### src/rtl/uart_pkg.sv
// Shared definitions for the UART transmit arbiter: register map and FSM states.
package uart_pkg;

  localparam logic [3:0] UartRegRxReady = 4'h0;
  localparam logic [3:0] UartRegRxData  = 4'h1;
  localparam logic [3:0] UartRegTxWrite = 4'h2;
  localparam logic [3:0] UartRegTxData  = 4'h3;
  localparam logic [3:0] UartRegTxReady = 4'h4;

  typedef enum logic [2:0] {
    ARB_IDLE,
    ARB_POLL,
    ARB_CHECK,
    ARB_WRITE,
    ARB_SETTLE
  } uart_arb_state_e;

  // Index of the requester after idx, wrapping at n.
  function automatic int unsigned rr_next(input int unsigned idx, input int unsigned n);
    return (idx + 1 >= n) ? 0 : idx + 1;
  endfunction

endpackage

### src/rtl/uart_tx_arbiter_if.sv
// CPU-side UART register port: address, write data, access strobe and registered read data.
interface uart_tx_arbiter_if #(
  parameter int unsigned DataBitsSize = 8
) ();

  logic [3:0]              uart_addr;
  logic [DataBitsSize-1:0] uart_wdata;
  logic                    uart_addr_strobe;
  logic [DataBitsSize-1:0] uart_data;

  modport master (
    output uart_addr,
    output uart_wdata,
    output uart_addr_strobe,
    input  uart_data
  );

  modport slave (
    input  uart_addr,
    input  uart_wdata,
    input  uart_addr_strobe,
    output uart_data
  );

endinterface

### src/rtl/uart_rr_pick.sv
// Combinational round-robin picker: first set request at or above ptr_i, wrapping.
module uart_rr_pick #(
  parameter  int unsigned NumReq = 2,
  localparam int unsigned PtrW   = (NumReq > 1) ? $clog2(NumReq) : 1
) (
  input  logic [NumReq-1:0] req_i,
  input  logic [PtrW-1:0]   ptr_i,
  output logic [NumReq-1:0] pick_o,
  output logic              valid_o
);

  logic [PtrW-1:0] idx;

  always_comb begin
    pick_o  = '0;
    valid_o = 1'b0;
    idx     = '0;
    for (int unsigned k = 0; k < NumReq; k++) begin
      idx = PtrW'((ptr_i + k) % NumReq);
      if (!valid_o && req_i[idx]) begin
        pick_o[idx] = 1'b1;
        valid_o     = 1'b1;
      end
    end
  end

endmodule

### src/rtl/uart_tx_arbiter.sv
// Shares the UART transmit register port between NumReq byte streams with round-robin
// fairness and an optional per-owner lock that keeps multi-byte messages contiguous.
module uart_tx_arbiter
  import uart_pkg::*;
#(
  parameter int unsigned NumReq       = 2,
  parameter int unsigned DataBitsSize = 8,
  parameter int unsigned SettleCycles = 2
) (
  input  logic                           clk,
  input  logic                           rst_n,
  input  logic [NumReq-1:0]              req,
  input  logic [NumReq-1:0]              lock,
  input  logic [NumReq*DataBitsSize-1:0] byte_i,
  output logic [NumReq-1:0]              ack,
  output logic [NumReq-1:0]              grant,
  output logic                           busy,
  uart_tx_arbiter_if.master              uart
);

  localparam int unsigned PtrW = (NumReq > 1) ? $clog2(NumReq) : 1;
  localparam int unsigned CntW = 4;

  uart_arb_state_e         state_q, state_d;
  logic [NumReq-1:0]       grant_q, grant_d;
  logic [PtrW-1:0]         ptr_q, ptr_d;
  logic [CntW-1:0]         cnt_q, cnt_d;
  logic [3:0]              addr_q, addr_d;
  logic [DataBitsSize-1:0] wdata_q, wdata_d;

  logic [NumReq-1:0]       pick;
  logic                    pick_valid;
  logic                    owner_req;
  logic                    owner_lock;
  logic [DataBitsSize-1:0] owner_byte;
  logic [PtrW-1:0]         owner_next;
  logic                    strobe;
  logic                    unused_rdata_hi;

  uart_rr_pick #(
    .NumReq(NumReq)
  ) u_pick (
    .req_i  (req),
    .ptr_i  (ptr_q),
    .pick_o (pick),
    .valid_o(pick_valid)
  );

  assign owner_req  = |(req & grant_q);
  assign owner_lock = |(lock & grant_q);

  always_comb begin
    owner_byte = '0;
    owner_next = '0;
    for (int unsigned i = 0; i < NumReq; i++) begin
      if (grant_q[i]) begin
        owner_byte = byte_i[i*DataBitsSize +: DataBitsSize];
        owner_next = PtrW'(rr_next(i, NumReq));
      end
    end
  end

  // Address/data are registered so they hold between strobes; they are loaded on
  // entry to the state that strobes them, so POLL and WRITE present them directly.
  always_comb begin
    state_d = state_q;
    grant_d = grant_q;
    ptr_d   = ptr_q;
    cnt_d   = cnt_q;
    addr_d  = addr_q;
    wdata_d = wdata_q;
    strobe  = 1'b0;
    ack     = '0;
    unique case (state_q)
      ARB_IDLE: begin
        if (grant_q == '0) begin
          if (pick_valid) begin
            grant_d = pick;
            addr_d  = UartRegTxReady;
            state_d = ARB_POLL;
          end
        end else if (!owner_lock) begin
          grant_d = '0;
        end else if (owner_req) begin
          addr_d  = UartRegTxReady;
          state_d = ARB_POLL;
        end
      end
      ARB_POLL: begin
        strobe  = 1'b1;
        state_d = ARB_CHECK;
      end
      ARB_CHECK: begin
        if (uart.uart_data[0]) begin
          addr_d  = UartRegTxData;
          wdata_d = owner_byte;
          state_d = ARB_WRITE;
        end else begin
          state_d = ARB_POLL;
        end
      end
      ARB_WRITE: begin
        strobe  = 1'b1;
        ack     = grant_q;
        cnt_d   = CntW'(SettleCycles);
        state_d = ARB_SETTLE;
      end
      ARB_SETTLE: begin
        cnt_d = cnt_q - CntW'(1);
        if (cnt_q == CntW'(1)) begin
          ptr_d   = owner_next;
          state_d = ARB_IDLE;
          if (!owner_lock) begin
            grant_d = '0;
          end
        end
      end
      default: state_d = ARB_IDLE;
    endcase
  end

  always_ff @(posedge clk or negedge rst_n) begin
    if (!rst_n) begin
      state_q <= ARB_IDLE;
      grant_q <= '0;
      ptr_q   <= '0;
      cnt_q   <= '0;
      addr_q  <= '0;
      wdata_q <= '0;
    end else begin
      state_q <= state_d;
      grant_q <= grant_d;
      ptr_q   <= ptr_d;
      cnt_q   <= cnt_d;
      addr_q  <= addr_d;
      wdata_q <= wdata_d;
    end
  end

  assign grant                 = grant_q;
  assign busy                  = (state_q != ARB_IDLE);
  assign uart.uart_addr        = addr_q;
  assign uart.uart_wdata       = wdata_q;
  assign uart.uart_addr_strobe = strobe;
  assign unused_rdata_hi       = ^uart.uart_data[DataBitsSize-1:1];

endmodule

### src/flat_wrapper.sv
// flat-port wrapper written by rule: the top's interface ports become plain ports
module uart_tx_arbiter_flat import uart_pkg::*;
#(
  parameter int unsigned NumReq       = 2,
  parameter int unsigned DataBitsSize = 8,
  parameter int unsigned SettleCycles = 2
)
  (clk, rst_n, req, lock, byte_i, ack, grant, busy, uart_uart_addr, uart_uart_wdata, uart_uart_addr_strobe, uart_uart_data);
  uart_tx_arbiter_if #(.DataBitsSize(DataBitsSize)) uart_i ();
  input  logic clk;
  input  logic rst_n;
  input  logic [NumReq-1:0] req;
  input  logic [NumReq-1:0] lock;
  input  logic [NumReq*DataBitsSize-1:0] byte_i;
  output logic [NumReq-1:0] ack;
  output logic [NumReq-1:0] grant;
  output logic busy;
  output wire logic [$bits(uart_i.uart_addr)-1:0] uart_uart_addr;
  output wire logic [$bits(uart_i.uart_wdata)-1:0] uart_uart_wdata;
  output wire logic [$bits(uart_i.uart_addr_strobe)-1:0] uart_uart_addr_strobe;
  input wire logic [$bits(uart_i.uart_data)-1:0] uart_uart_data;
  assign uart_uart_addr = uart_i.uart_addr;
  assign uart_uart_wdata = uart_i.uart_wdata;
  assign uart_uart_addr_strobe = uart_i.uart_addr_strobe;
  assign uart_i.uart_data = uart_uart_data;
  uart_tx_arbiter #(.NumReq(NumReq), .DataBitsSize(DataBitsSize), .SettleCycles(SettleCycles)) u_core (.clk(clk), .rst_n(rst_n), .req(req), .lock(lock), .byte_i(byte_i), .ack(ack), .grant(grant), .busy(busy), .uart(uart_i));
endmodule
### config.mk
export PLATFORM = sky130hd
export DESIGN_NAME = uart_tx_arbiter_flat
export DESIGN_NICKNAME = d
export VERILOG_FILES = /design/src/rtl/uart_pkg.sv /design/src/rtl/uart_tx_arbiter_if.sv /design/src/rtl/uart_rr_pick.sv /design/src/rtl/uart_tx_arbiter.sv /design/src/flat_wrapper.sv
export SDC_FILE = /design/constraint.sdc
export NUM_CORES = 1
export LEC_CHECK = 0
export ABC_CLOCK_PERIOD_IN_PS = 2280
export CORE_AREA = 8 8 69 71
export CTS_BUF_LIST = sky130_fd_sc_hd__clkbuf_16
export DETAILED_ROUTE_END_ITERATION = 10
export DIE_AREA = 0 0 77 79
export PLACE_DENSITY = 0.64
export SLEW_MARGIN = 40
export SYNTH_ARGS = -nofsm -noshare
export SYNTH_HDL_FRONTEND = slang
export SYNTH_SLANG_ARGS = --single-unit
### constraint.sdc
create_clock -name clk -period 2.28 [get_ports clk]
set_clock_uncertainty 0.15 [all_clocks]
set_input_delay 0.456 -clock clk [delete_from_list [all_inputs] [get_ports clk]]
set_output_delay 0.456 -clock clk [all_outputs]
set_load 0.02 [all_outputs]
==> results.yml <==
pwr:
  switching_share: 0.3850
  seqPwrFrac: 0.277
  p_per_area_mw_per_mm2: 1393
  p_int_uw: 1393
  part_of_the_total_power_dissipated_in_the_clock_network: 0.212
  combinational_cell_fraction_of_total_power: 0.511
  power.switching_uw: 871.9
  p_leak_uw: 0.0006911
  worst_ir_drop_vdd_mv: 0.3447
place:
  post_place_instance_area_mm2: 0.001525
  dp_hpwl_um: 2363
  port_buffers: 39
  placer_congestion: 0.8081
  post_place_setup_slack_ps: 103.2
sta:
  max_freq_mhz: 458.5
  relSlewSlack: 0.5502
  grt_setup_unrepaired: "false"
  finalWorstSetupSlack_ps: 98.80
  final_hold_viol_count: 0
  worst_pin_slew_ps: 673.3
  finalWorstPathRequiredPeriod_ps: 2181
  finalSetupViolations: 0
  timing_max_transition_violations_final: 0
  post_route_clock_period_utilization: 0.9567
  total_negative_setup_slacks_ps: 0
global_route:
  vias_in_the_first_global_route: 1039
  track_usage: 0.1025
  grt_first_pass_wirelength_um: 5057
  grt_overflow_total: 0
  maximum_number_of_pins_on_one_net_before_global_route_repair: 21
  number_of_antenna_violations_at_the_first_check_in_global_routing: 0
  grt_util_met1: 0.1085
  global_route_met3_usage: 0.02032
  grt.busiest_layer: "met2"
  gr-usage-met2: 0.1827
layout:
  syn_to_final_growth_pct: 52.11
  num_antenna_cells: 0
  finalNetCount: 185
  final_area_mm2: 0.001625
  drive_above_1_share: 0.1118
setup_path:
  category_of_the_critical_setup_timing_path: "flip-flop to output port"
  cp_data_arrival_time_ps: 1580
  timing.critical_path.cells: "or2b_1 > inv_1 > and3_1 > dlygate4sd2_1"
  crit-reg2reg-launch: "u_core.cnt_q[1]"
  critical_path_required_ps: 1670
  worstSetupStartpoint: "u_core.state_q[2]"
  max_stage_delay_ps: 380
  r2r.worst_path.cells: 5
  worstSetupStartpointType: "flip-flop"
  worst_setup_path_end_kind: "output port"
  regToRegSetupSlack_ps: 510
  cpMaxStageDelayCell: "sky130_fd_sc_hd__dfrtp_1"
  timing.critical_path.fanout_max: 5
  timing.critical_path.to: "ack[1]"
  regToRegEndpoint: "u_core.grant[0]"
clock_tree:
  postCtsSetupBuffers: 0
  cts_tree: "built"
  clock_insertion_delay_at_the_later_pin_of_the_skew_report_ps: 250
  total_clock_buffers_created_by_cts: 3
  clock_sink_count: 20
  clockRootBuffer: "sky130_fd_sc_hd__clkbuf_16"
  cts_resized: 4
  ctsHtreeMaxLevel: 1
  clock_path_buffers: 2
  clk_pin_slew_ps: 50
  cts-hold-fix-buffers: 0
yosys:
  syn-mean-instance-area_um2: 9.803
  synth_async_sr_flop_share: 1.000
  synth.ff_latch_count: 20
  mappedNetlistNets: 141
  adder_cell_area_share_of_the_yosys_netlist: 0.02342
  yosys.cell_count.top_type: "sky130_fd_sc_hd__dfrtp_1"
  synth_commonest_cells: "20 x sky130_fd_sc_hd__dfrtp_1, 12 x sky130_fd_sc_hd__a21oi_1, 12 x sky130_fd_sc_hd__nor2_1, 8 x sky130_fd_sc_hd__a22oi_1, 7 x sky130_fd_sc_hd__nand2_1"
  synth_enable_flop_cells: 0
  syn_area_mm2: 0.001069
  ys_types: 36
  synth-warning-count: 0
  combinational_family_with_the_most_area_after_synthesis: "compound AO/OA/AOI/OAI gates"
  synthesis.instances: 109
  synth-xor-area-share: 0
  synthDominantAreaCellType: "sky130_fd_sc_hd__dfrtp_1"
  synth.yosys.seq_area_share: 0.4684
  dominantRegCellSynth: "sky130_fd_sc_hd__dfrtp_1"
  simple_gate_portion_of_the_synthesized_area: 0.1616
  synth.top_cell.area_share: 0.4684
  synth_compound_gate_area_share: 0.2623
  synthTopCellsByArea: "sky130_fd_sc_hd__dfrtp_1 47%, sky130_fd_sc_hd__a21oi_1 5.6%, sky130_fd_sc_hd__a22oi_1 5.6%"
  synth.area.mux_share: 0.01054
route:
  drt_wl_total_um: 3013
  antenna_violating_nets_post_route: 0
  drc: 0
  via_per_instance_ratio: 4.837
  drt_first_iter_violations: 112
  via_count: 977
  drt-wirelength-per-cell_um: 14.92
  first_pass_iteration_count_of_the_detailed_router: 4
run:
  maxCapViolations: 0
hold_path:
  worst_hold_path_type: "flip-flop to flip-flop"
floorplan:
  die_area_mm2: 0.006083
  core_mm2: 0.003799
  initial_core_util: 0.2813
  die_w_um: 77
  die_height_um: 79
  placementRows: 23
  io_pins: 48
run_status:
  outcome: "complete, no violations"
-- critical path, delay by kind of cell, from the launching register on --
family,cells,cell delay (ps)
buf+inv,2,480
flops,1,380
simple gates,2,460
-- cells by family after synthesis --
group / count (synthesis)
compound gates: 39
simple gates: 33
flops: 20
buf+inv: 13
fa+ha+maj: 2
mux: 1
other cells: 1
-- routing by layer --
metal | routed length [um] | vias to the layer above
li1 | - | 477
met5 | 0 | -
met2 | 1637 | 14
met4 | 99 | 0
met3 | 82 | 7
met1 | 1194 | 479
-- sequential cells by signal, indices dropped and copies added (netlist names) --
signal	count
u_core.uart.uart_wdata	8
u_core.uart.uart_addr	2
u_core.ptr_q	1
u_core.cnt_q	4
u_core.grant	2
u_core.state_q	3
-- area by class of cell --
cell class                 count  area [um2]
multi-input combinational     76       493.0
inverter                       5       18.77
clock inverter                 1       30.03
sequential                    20       500.5
tap                           50       62.56
timing repair buffer          47       445.4
clock buffer                   3       75.07
fill                         381        2173
-- cells in the final DEF (no fill, tap or decap) --
master and count:
sky130_fd_sc_hd__clkdlybuf4s50_1 35, sky130_fd_sc_hd__o21a_1 1, sky130_fd_sc_hd__or2b_1 1, sky130_fd_sc_hd__mux2_2 1, sky130_fd_sc_hd__nor3b_1 1, sky130_fd_sc_hd__buf_4 8, sky130_fd_sc_hd__ha_1 2, sky130_fd_sc_hd__a21boi_0 3
sky130_fd_sc_hd__and3_1 3, sky130_fd_sc_hd__nand3b_1 1, sky130_fd_sc_hd__a22oi_1 8, sky130_fd_sc_hd__inv_1 4, sky130_fd_sc_hd__o21bai_1 1, sky130_fd_sc_hd__a22o_1 1, sky130_fd_sc_hd__dfrtp_1 20, sky130_fd_sc_hd__and2b_2 1
sky130_fd_sc_hd__nand2b_1 1, sky130_fd_sc_hd__or3_1 1, sky130_fd_sc_hd__o21ai_0 4, sky130_fd_sc_hd__a2111oi_4 1, sky130_fd_sc_hd__o211ai_1 1, sky130_fd_sc_hd__clkbuf_16 3, sky130_fd_sc_hd__o21ai_1 1, sky130_fd_sc_hd__nor3_4 1
sky130_fd_sc_hd__bufinv_16 1, sky130_fd_sc_hd__nor2b_1 2, sky130_fd_sc_hd__a21oi_1 12, sky130_fd_sc_hd__inv_2 1, sky130_fd_sc_hd__dlygate4sd2_1 4, sky130_fd_sc_hd__o2111ai_1 2, sky130_fd_sc_hd__a311oi_1 2, sky130_fd_sc_hd__nor2_1 12
sky130_fd_sc_hd__o221ai_1 1, sky130_fd_sc_hd__nor3_1 2, sky130_fd_sc_hd__conb_1 1, sky130_fd_sc_hd__a32o_1 1, sky130_fd_sc_hd__nand2_1 7
-- how the worst min path moves through the flow --
| stage | slack, ps | end | from | cells after the start |
|---|---|---|---|---|
| final | 380 | u_core.cnt_q[3] | u_core.cnt_q[3] | 1 |
| after global routing | 390 | u_core.cnt_q[3] | u_core.cnt_q[3] | 1 |
| after CTS | 370 | u_core.cnt_q[3] | u_core.cnt_q[3] | 1 |
| after detailed placement | 360 | u_core.cnt_q[3] | u_core.cnt_q[3] | 1 |
| after global placement | 350 | u_core.cnt_q[3] | u_core.cnt_q[3] | 1 |
| after floorplan | 10 | u_core.cnt_q[0] | rst_n | 0 |
-- power groups by stage --
| stage | Combinational [uW] | Sequential (uW) | Clock (uW) |
|---|---|---|---|
| after floorplan | 551 | 759 | 0 |
| after detailed placement | 1180 | 633 | 0 |
| final | 1160 | 627 | 479 |
| after global placement | 1150 | 623 | 0 |
| after global routing | 1260 | 655 | 509 |
| after CTS | 1170 | 626 | 487 |
-- metrics by stage --
step | util | std cells | power [uW] | hold WS (ps)
finish | 0.4279 | 202 | 2265 | 376.9
global route | 0.4279 | 202 | 2426 | 391.1
CTS | 0.4279 | 202 | 2282 | 372.1
detailed placement | 0.4015 | 198 | 1811 | 360.8
global placement | 0.4015 | 198 | 1776 | 349.3
floorplan | - | 109 | 1310 | 10.41
Note: power is estimated with default switching activity, not from simulation.
